<file path="src/rtl/memoredf_pkg.sv">
// Shared types for the transaction dispatcher: FSM state encoding and
// queue-id width helper.
package memoredf_pkg;

  typedef enum logic [1:0] {
    ST_IDLE  = 2'd0,
    ST_FETCH = 2'd1,
    ST_SEND  = 2'd2,
    ST_DONE  = 2'd3
  } dispatcher_state_t;

  // A single queue still needs a 1-bit id port.
  function automatic int qid_width(input int n);
    return (n > 1) ? $clog2(n) : 1;
  endfunction

endpackage

</file>
<file path="src/rtl/transaction_dispatcher_dispatch_stats.sv">
// Per-queue accepted-packet counters plus the drop counter; all wrap freely.
module dispatch_stats
  import memoredf_pkg::*;
#(
  parameter int NUMBER_OF_QUEUES = 4,
  parameter int REGISTER_SIZE    = 32,
  parameter int QW               = qid_width(NUMBER_OF_QUEUES)
) (
  input  logic                                             clock,
  input  logic                                             reset,
  input  logic                                             inc_dispatch,
  input  logic [QW-1:0]                                    idx,
  input  logic                                             inc_drop,
  output logic [NUMBER_OF_QUEUES-1:0][REGISTER_SIZE-1:0]  dispatched,
  output logic [REGISTER_SIZE-1:0]                         dropped
);

  localparam logic [REGISTER_SIZE-1:0] ONE = {{(REGISTER_SIZE-1){1'b0}}, 1'b1};

  logic [NUMBER_OF_QUEUES-1:0][REGISTER_SIZE-1:0] r_disp;
  logic [REGISTER_SIZE-1:0]                       r_drop;

  always_ff @(posedge clock or negedge reset) begin
    if (!reset) begin
      r_disp <= '0;
      r_drop <= '0;
    end else begin
      if (inc_dispatch) r_disp[idx] <= r_disp[idx] + ONE;
      if (inc_drop)     r_drop      <= r_drop + ONE;
    end
  end

  assign dispatched = r_disp;
  assign dropped    = r_drop;

endmodule

</file>
<file path="src/rtl/transaction_dispatcher.sv">
// Pops one packet per scheduler enable, presents it on a valid/ready port and
// pulses consumed once the transaction is accepted or dropped.
module transaction_dispatcher
  import memoredf_pkg::*;
#(
  parameter int NUMBER_OF_QUEUES = 4,
  parameter int PACKET_SIZE      = 64,
  parameter int REGISTER_SIZE    = 32,
  parameter int QW               = qid_width(NUMBER_OF_QUEUES)
) (
  input  logic                                             clock,
  input  logic                                             reset,
  input  logic [QW-1:0]                                    id,
  input  logic                                             enable,
  output logic                                             ready,
  output logic                                             consumed,
  input  logic [NUMBER_OF_QUEUES-1:0]                      empty,
  input  logic [NUMBER_OF_QUEUES-1:0][PACKET_SIZE-1:0]    queue_data,
  output logic [NUMBER_OF_QUEUES-1:0]                      pop,
  output logic                                             m_valid,
  input  logic                                             m_ready,
  output logic [PACKET_SIZE-1:0]                           m_data,
  output logic [QW-1:0]                                    m_qid,
  output logic [NUMBER_OF_QUEUES-1:0][REGISTER_SIZE-1:0]  dispatched,
  output logic [REGISTER_SIZE-1:0]                         dropped,
  output logic                                             protocol_error
);

  dispatcher_state_t r_state, w_state_nxt;

  logic [QW-1:0]               r_qid;
  logic [PACKET_SIZE-1:0]      r_m_data;
  logic [QW-1:0]               r_m_qid;
  logic                        r_perr;
  logic                        w_id_empty;
  logic [NUMBER_OF_QUEUES-1:0] w_pop;
  logic                        w_inc_drop;
  logic                        w_inc_disp;
  logic                        w_perr_set;

  // Out-of-range ids (non-power-of-2 queue counts) behave like empty queues.
  assign w_id_empty = (int'(id) >= NUMBER_OF_QUEUES) || empty[id];

  always_comb begin
    w_state_nxt = r_state;
    w_pop       = '0;
    w_inc_drop  = 1'b0;
    w_inc_disp  = 1'b0;
    w_perr_set  = enable && (r_state != ST_IDLE);
    case (r_state)
      ST_IDLE: begin
        if (enable) begin
          w_state_nxt = w_id_empty ? ST_DONE : ST_FETCH;
          w_inc_drop  = w_id_empty;
        end
      end
      ST_FETCH: begin
        w_pop[r_qid] = 1'b1;
        w_state_nxt  = ST_SEND;
      end
      ST_SEND: begin
        if (m_ready) begin
          w_inc_disp  = 1'b1;
          w_state_nxt = ST_DONE;
        end
      end
      ST_DONE:  w_state_nxt = ST_IDLE;
      default:  w_state_nxt = ST_IDLE;
    endcase
  end

  always_ff @(posedge clock or negedge reset) begin
    if (!reset) begin
      r_state  <= ST_IDLE;
      r_qid    <= '0;
      r_m_data <= '0;
      r_m_qid  <= '0;
      r_perr   <= 1'b0;
    end else begin
      r_state <= w_state_nxt;
      if (r_state == ST_IDLE && enable) r_qid <= id;
      // FWFT head is valid in the pop cycle, so capture alongside the strobe.
      if (r_state == ST_FETCH) begin
        r_m_data <= queue_data[r_qid];
        r_m_qid  <= r_qid;
      end
      if (w_perr_set) r_perr <= 1'b1;
    end
  end

  dispatch_stats #(
    .NUMBER_OF_QUEUES (NUMBER_OF_QUEUES),
    .REGISTER_SIZE    (REGISTER_SIZE),
    .QW               (QW)
  ) u_stats (
    .clock        (clock),
    .reset        (reset),
    .inc_dispatch (w_inc_disp),
    .idx          (r_qid),
    .inc_drop     (w_inc_drop),
    .dispatched   (dispatched),
    .dropped      (dropped)
  );

  assign ready          = (r_state == ST_IDLE);
  assign consumed       = (r_state == ST_DONE);
  assign m_valid        = (r_state == ST_SEND);
  assign pop            = w_pop;
  assign m_data         = r_m_data;
  assign m_qid          = r_m_qid;
  assign protocol_error = r_perr;

endmodule

</file>
<file path="config.mk">
export PLATFORM = sky130hd
export DESIGN_NAME = transaction_dispatcher
export DESIGN_NICKNAME = d
export VERILOG_FILES = /design/src/rtl/memoredf_pkg.sv /design/src/rtl/transaction_dispatcher_dispatch_stats.sv /design/src/rtl/transaction_dispatcher.sv
export SDC_FILE = /design/constraint.sdc
export NUM_CORES = 1
export LEC_CHECK = 0
export BUFFER_PORTS_ARGS = -buffer_cell sky130_fd_sc_hd__buf_2
export CAP_MARGIN = 20
export CORE_AREA = 2 2 192 194
export DETAILED_ROUTE_END_ITERATION = 12
export DIE_AREA = 0 0 194 196
export HOLD_SLACK_MARGIN = 0.05
export PLACE_DENSITY = 0.63
export SLEW_MARGIN = 10
export SYNTH_ARGS = -nofsm -noshare
export SYNTH_HDL_FRONTEND = slang
export SYNTH_SLANG_ARGS = --single-unit
</file>
<file path="constraint.sdc">
create_clock -name clock -period 6.15 [get_ports clock]
set_input_delay 1.23 -clock clock [delete_from_list [all_inputs] [get_ports clock]]
set_output_delay 1.23 -clock clock [all_outputs]
set_load 0.01 [all_outputs]
</file>
**Yosys cells after proc, flatten, opt, wreduce, memory -nomap -nowiden**

Cells that the tools add are included.

- Register bits: 231
- Bits of input ports: 266
- Output and inout port bits: 234
- Logic and storage cells: 46

- Add/sub/neg operators: 2
- Magnitude comparators: 3
- Equal/unequal tests: 5
- Muxes and demuxes: 20
- Reductions and logical operators: 6

Operators by type and width:

| operator | number |
|---|---|
| binary-select mux 64 bit (select 2 bit) | 1 |
| bitwise mux 128 bit | 1 |
| adder 32 x 1 -> 32 bit (second input constant) | 2 |
| binary-select mux 32 bit (select 2 bit) | 1 |
| demux 32 bit (select 2 bit) | 1 |
| two-way mux 32 bit | 2 |
| two-way mux 64 bit | 1 |
| case mux 2 bit (4 select lines) | 1 |
| < comparator 2 x 3 -> 1 bit (second input constant) | 2 |
| two-way mux 1 bit | 6 |
| two-way mux 2 bit | 3 |
| equality test 2 bit (second input constant) | 2 |
| two-way mux 4 bit | 1 |
| logical AND 1 bit | 3 |
| binary-select mux 1 bit (select 2 bit) | 1 |
| demux 1 bit (select 2 bit) | 1 |
| equality test 2 x 1 -> 1 bit (second input constant) | 1 |
| >= comparator 2 x 1 -> 1 bit (second input constant) | 1 |
| logical NOT 2 bit | 1 |
| != test 2 x 1 -> 1 bit (second input constant) | 1 |
| != test 2 bit (second input constant) | 1 |
| AND reduction 2 bit | 1 |
| nonzero test 2 bit | 1 |

**Longest topological paths before layout**

- Depth after elaboration: 5
- Gate-level depth with buffers: 10
- Mapped depth without buffers: 6

**Cells and area by module**

Synthesis repeated with hierarchy kept, for this count alone.

- Cells, all modules: 916
- Area total of the unflattened synthesis: 11886.4 um^2

Modules (own cells, without submodules):

| module | instances | cells an instance | area an instance (um^2) | sequential area each (um^2) |
|---|---|---|---|---|
| dispatch_stats | 1 | 660 | 7247.0 | 4003.8 |
| transaction_dispatcher | 1 | 256 | 4639.4 | 1776.7 |

**Worst setup path after synthesis**

No wires, ideal clock.

- Path kind: register to output
- Start: reg r_qid[0]
- End: out pop[1]
- Arrival time: 1.717 ns
- Required time: 4.920 ns
- Slack: 3.203 ns
- Cell stages (with the launch flop): 8
- Buffers on the path: 5
- Cells stage by stage: dfrtp_1 > buf_6 > buf_12 > buf_6 > clkbuf_1 > clkbuf_1 > nand2_1 > nor2_1

- Longest elaborated chain between the ends: 5
- Elaborated cells on any way between the ends: 6
- Those cells by class: 2 x order compare; 3 x mux; 1 x reduce/logical

Ends and longest elaborated chain:

| what | RTL line | RTL |
|---|---|---|
| start, declared | transaction_dispatcher.sv:31 | `logic [QW-1:0] r_qid;` |
| start signal, assigned | transaction_dispatcher.sv:81 | `if (r_state == ST_IDLE && enable) r_qid <= id;` |
| < comparator 2 x 3 -> 1 bit (implied by the code) or >= comparator 2 x 1 -> 1 bit (tied branches) | transaction_dispatcher.sv:58 | `w_pop[r_qid] = 1'b1;` |
| logical AND 1 bit (implied by the code) | transaction_dispatcher.sv:58 |  |
| two-way mux 1 bit (implied by the code) | transaction_dispatcher.sv:58 |  |
| demux 1 bit (select 2 bit) (*) | transaction_dispatcher.sv:58 |  |
| two-way mux 4 bit (*) | transaction_dispatcher.sv:50 | `case (r_state)` |
| end, declared | transaction_dispatcher.sv:19 | `output logic [NUMBER_OF_QUEUES-1:0] pop,` |

Every way passes the cells marked *; elsewhere a longest branch is shown, timed or not.

**Worst setup path after layout**

- Start: reg r_qid[1]
- End: out pop[2]

Same word-level chain as after synthesis.

==> qor.yml <==
placed_design:
  dp_slack_ps: 2450
  gp_congestion: 0.867
  portBuffers: 499
  dp_hpwl_um: 32600
  place_area_um2: 14900
worst_setup_path:
  r2r-end: "u_stats.dispatched[14]"
  worst_setup_path_end_kind: "primary output"
  cp-startpoint: "r_qid[1]"
  worst-r2r-cell-count: 7
  required_ps: 4920
  r2r_slack_ps: 2490
  critPathMaxFanout: 65
  r2r_start: "r_qid[0]"
  startpoint_type: "flip-flop"
  critPathKind: "flip-flop to primary output"
  arrival_ps: 2680
floorplanning:
  core_area_um2: 36100
  fp.dieH_um: 196
  die_x_um: 194
  rows: 70
  num_io_pins: 500
  design.die.area_um2: 38000
  initial_core_util_pct: 33.1
power_and_ir_drop:
  irDropWorstVdd_mv: 0.245
  p_leak_uw: 0.00738
  power_density_nw_per_um2: 467
hold_path:
  holdCritPathClass: "flip-flop to flip-flop"
  hold_depth: 1
  hold_path_end: "protocol_error"
  min_from: "protocol_error"
detailed_routing:
  drc: 0
  drt_iter0_drc: 666
  first_pass_iters: 5
  wirelength_um: 42600
  vias_per_cell: 5.39
  ant_nets: 0
  routedWlPerCell_um: 21.9
  via_count: 10500
cells_and_area:
  drive_above_1_share_pct: 49.9
  fin_nets: 1723
  fill_cells: 3415
  final_common_cell: "buf_2"
  multiInputGateArea_um2: 5840
  fin_area_um2: 15900
  ff_latch_area_um2: 5790
  final_cell_mix: "buf_2 (498), dfrtp_1 (229), nand2_1 (103)"
  area_delta_synth_final_pct: 32.5
  fin_util_pct: 43.9
logic_synthesis:
  synth_flop_cell: "dfrtp_1"
  synth_seq_cells: 231
  synth_edf_count: 0
  synth_xor_area_share_pct: 3.22
  avgSynthCellArea_um2: 12.2
  synth_compound_area_share_pct: 7.05
  ys_seq_area_share_pct: 48.3
  syn_nets: 1249
  synth_cell_types: 45
  syn_area_um2: 12000
  synthAdderAreaFrac_pct: 0.628
  synth_top_family_by_area: "multiplexers"
  synth_cells: 977
  synth.area.mux_share_pct: 24.9
  yosysWarnings: 0
  synth-async-reset-ratio_pct: 100
  yosys.area_share.simple_pct: 12.8
clock_tree:
  clock_path_buffers: 3
  htreeDepth: 1
  cts_setup_buffers: 0
  cts_buffers: 27
  cts_tree: "built"
  cts_resized: 0
  cts.sinks: 231
  clkLatencyLatePin_ps: 540
  postCtsHoldBufs: 0
  clk_root_buffer_cell: "clkbuf_16"
  path_clk_slew_ps: 60
global_routing:
  grt_pass1_wl_um: 62800
  overflow: 0
  grt_max_degree: 120
  gr-usage-all-layers_pct: 21.4
  grt_pass1_vias: 10000
  antenna_found_initial: 21
sta:
  finalHoldViolCount: 0
  fin_crit_sh_pct: 63.6
  setup_tns_ps: 0
  fin_ws_ps: 2240
  fin_crit_ps: 3910
  relSlewSlack_pct: 34.6
  max_freq_mhz: 256
  worstMarginPinSlew_ps: 972
  setup-violations-final: 0
  slew_viol_final: 0
  rsz0062_at_grt: "no"
  clock_skew_ps: 7.34
run:
  maxCapViolations: 0
run_status:
  status: "complete, no violations"
==> critical path, cell delays in order (launching register included) <==
cell and delay (ps):
dfrtp_4 840, buf_4 780, and3_1 300, buf_2 140
==> cell usage after synthesis (2+ instances only) <==
cell type / count / area (µm²)
a21oi_1: 2 / 10.0
a31oi_1: 60 / 375
and2_1: 6 / 37.5
and3_1: 12 / 75.1
and4_1: 9 / 78.8
buf_1: 4 / 15.0
buf_12: 2 / 40.0
buf_2: 13 / 65.1
buf_6: 3 / 33.8
clkbuf_1: 43 / 161
dfrtp_1: 231 / 5780
ha_1: 6 / 75.1
inv_1: 12 / 45.0
mux2_2: 68 / 766
mux4_1: 6 / 158
mux4_2: 91 / 2050
nand2_1: 103 / 387
nand3_1: 25 / 125
nand4_1: 20 / 125
nand4_2: 3 / 37.5
nand4b_1: 3 / 26.3
nand4bb_1: 2 / 22.5
nor2_1: 74 / 278
nor3_1: 17 / 85.1
nor3b_1: 2 / 15.0
nor4_1: 5 / 31.3
o211ai_1: 8 / 60.1
o21ai_0: 66 / 330
o31ai_1: 6 / 45.0
or3_1: 6 / 37.5
or3_4: 3 / 33.8
or4_1: 10 / 75.1
or4_4: 2 / 22.5
xnor2_1: 22 / 193
xor2_1: 22 / 193
==> power breakdown <==
group,total [µW],internal [µW],switching (µW)
combinational,3210,1570,1640
sequential,2480,2020,457
clock,1720,1060,664
total,7400,4640,2760
==> metrics by stage <==
stage	power (µW)	hold slack (ps)	cells
6_report	7400	462	1943
5_1_grt	7830	494	1940
4_1_cts	7480	464	1938
3_5_place_dp	5730	444	1888
3_3_place_gp	5650	437	1888
2_1_floorplan	4560	493	977
==> state kept, by name, indices dropped and copies added, names as in the netlist <==
signal              cells
u_stats.dispatched    128
m_qid                   2
r_qid                   2
m_data                 64
u_stats.dropped        32
protocol_error          1
r_state                 2
==> cell families after synthesis <==
group                    count (synthesis)
buffers and inverters                   79
multiplexers                           165
AND/OR/NAND/NOR                        307
XOR/XNOR                                44
flip-flops                             231
adder cells (fa/ha/maj)                  6
AO/OA/AOI/OAI                          145
==> layout make-up <==
class                   count  area share (%)
diodes                      3          0.0474
clock buffers              29            4.31
clock inverters            21            1.74
inverters                  13           0.308
multi-input cells         667            36.8
flip-flops and latches    231            36.5
well taps                 468            3.69
repair buffers            511            16.5
==> worst max-delay path by stage <==
stage,cells past startpoint,slack [ps],endpoint
after global routing,3,2130,pop[2]
after detailed placement,7,2450,u_stats.dispatched[114]
after floorplan,7,3200,pop[1]
after CTS,3,2190,pop[2]
final,3,2240,pop[2]
after global placement,7,2520,u_stats.dispatched[82]
==> routing by layer <==
layer / GRT usage (%) / vias up / wire [µm]
li1: - / 4641 / -
met2: 33.1 / 474 / 19700
met3: 8.15 / 84 / 4560
met5: 0 / - / 194
met1: 28.9 / 5250 / 17300
met4: 4.15 / 32 / 941
(Power assumes the default switching activity.)
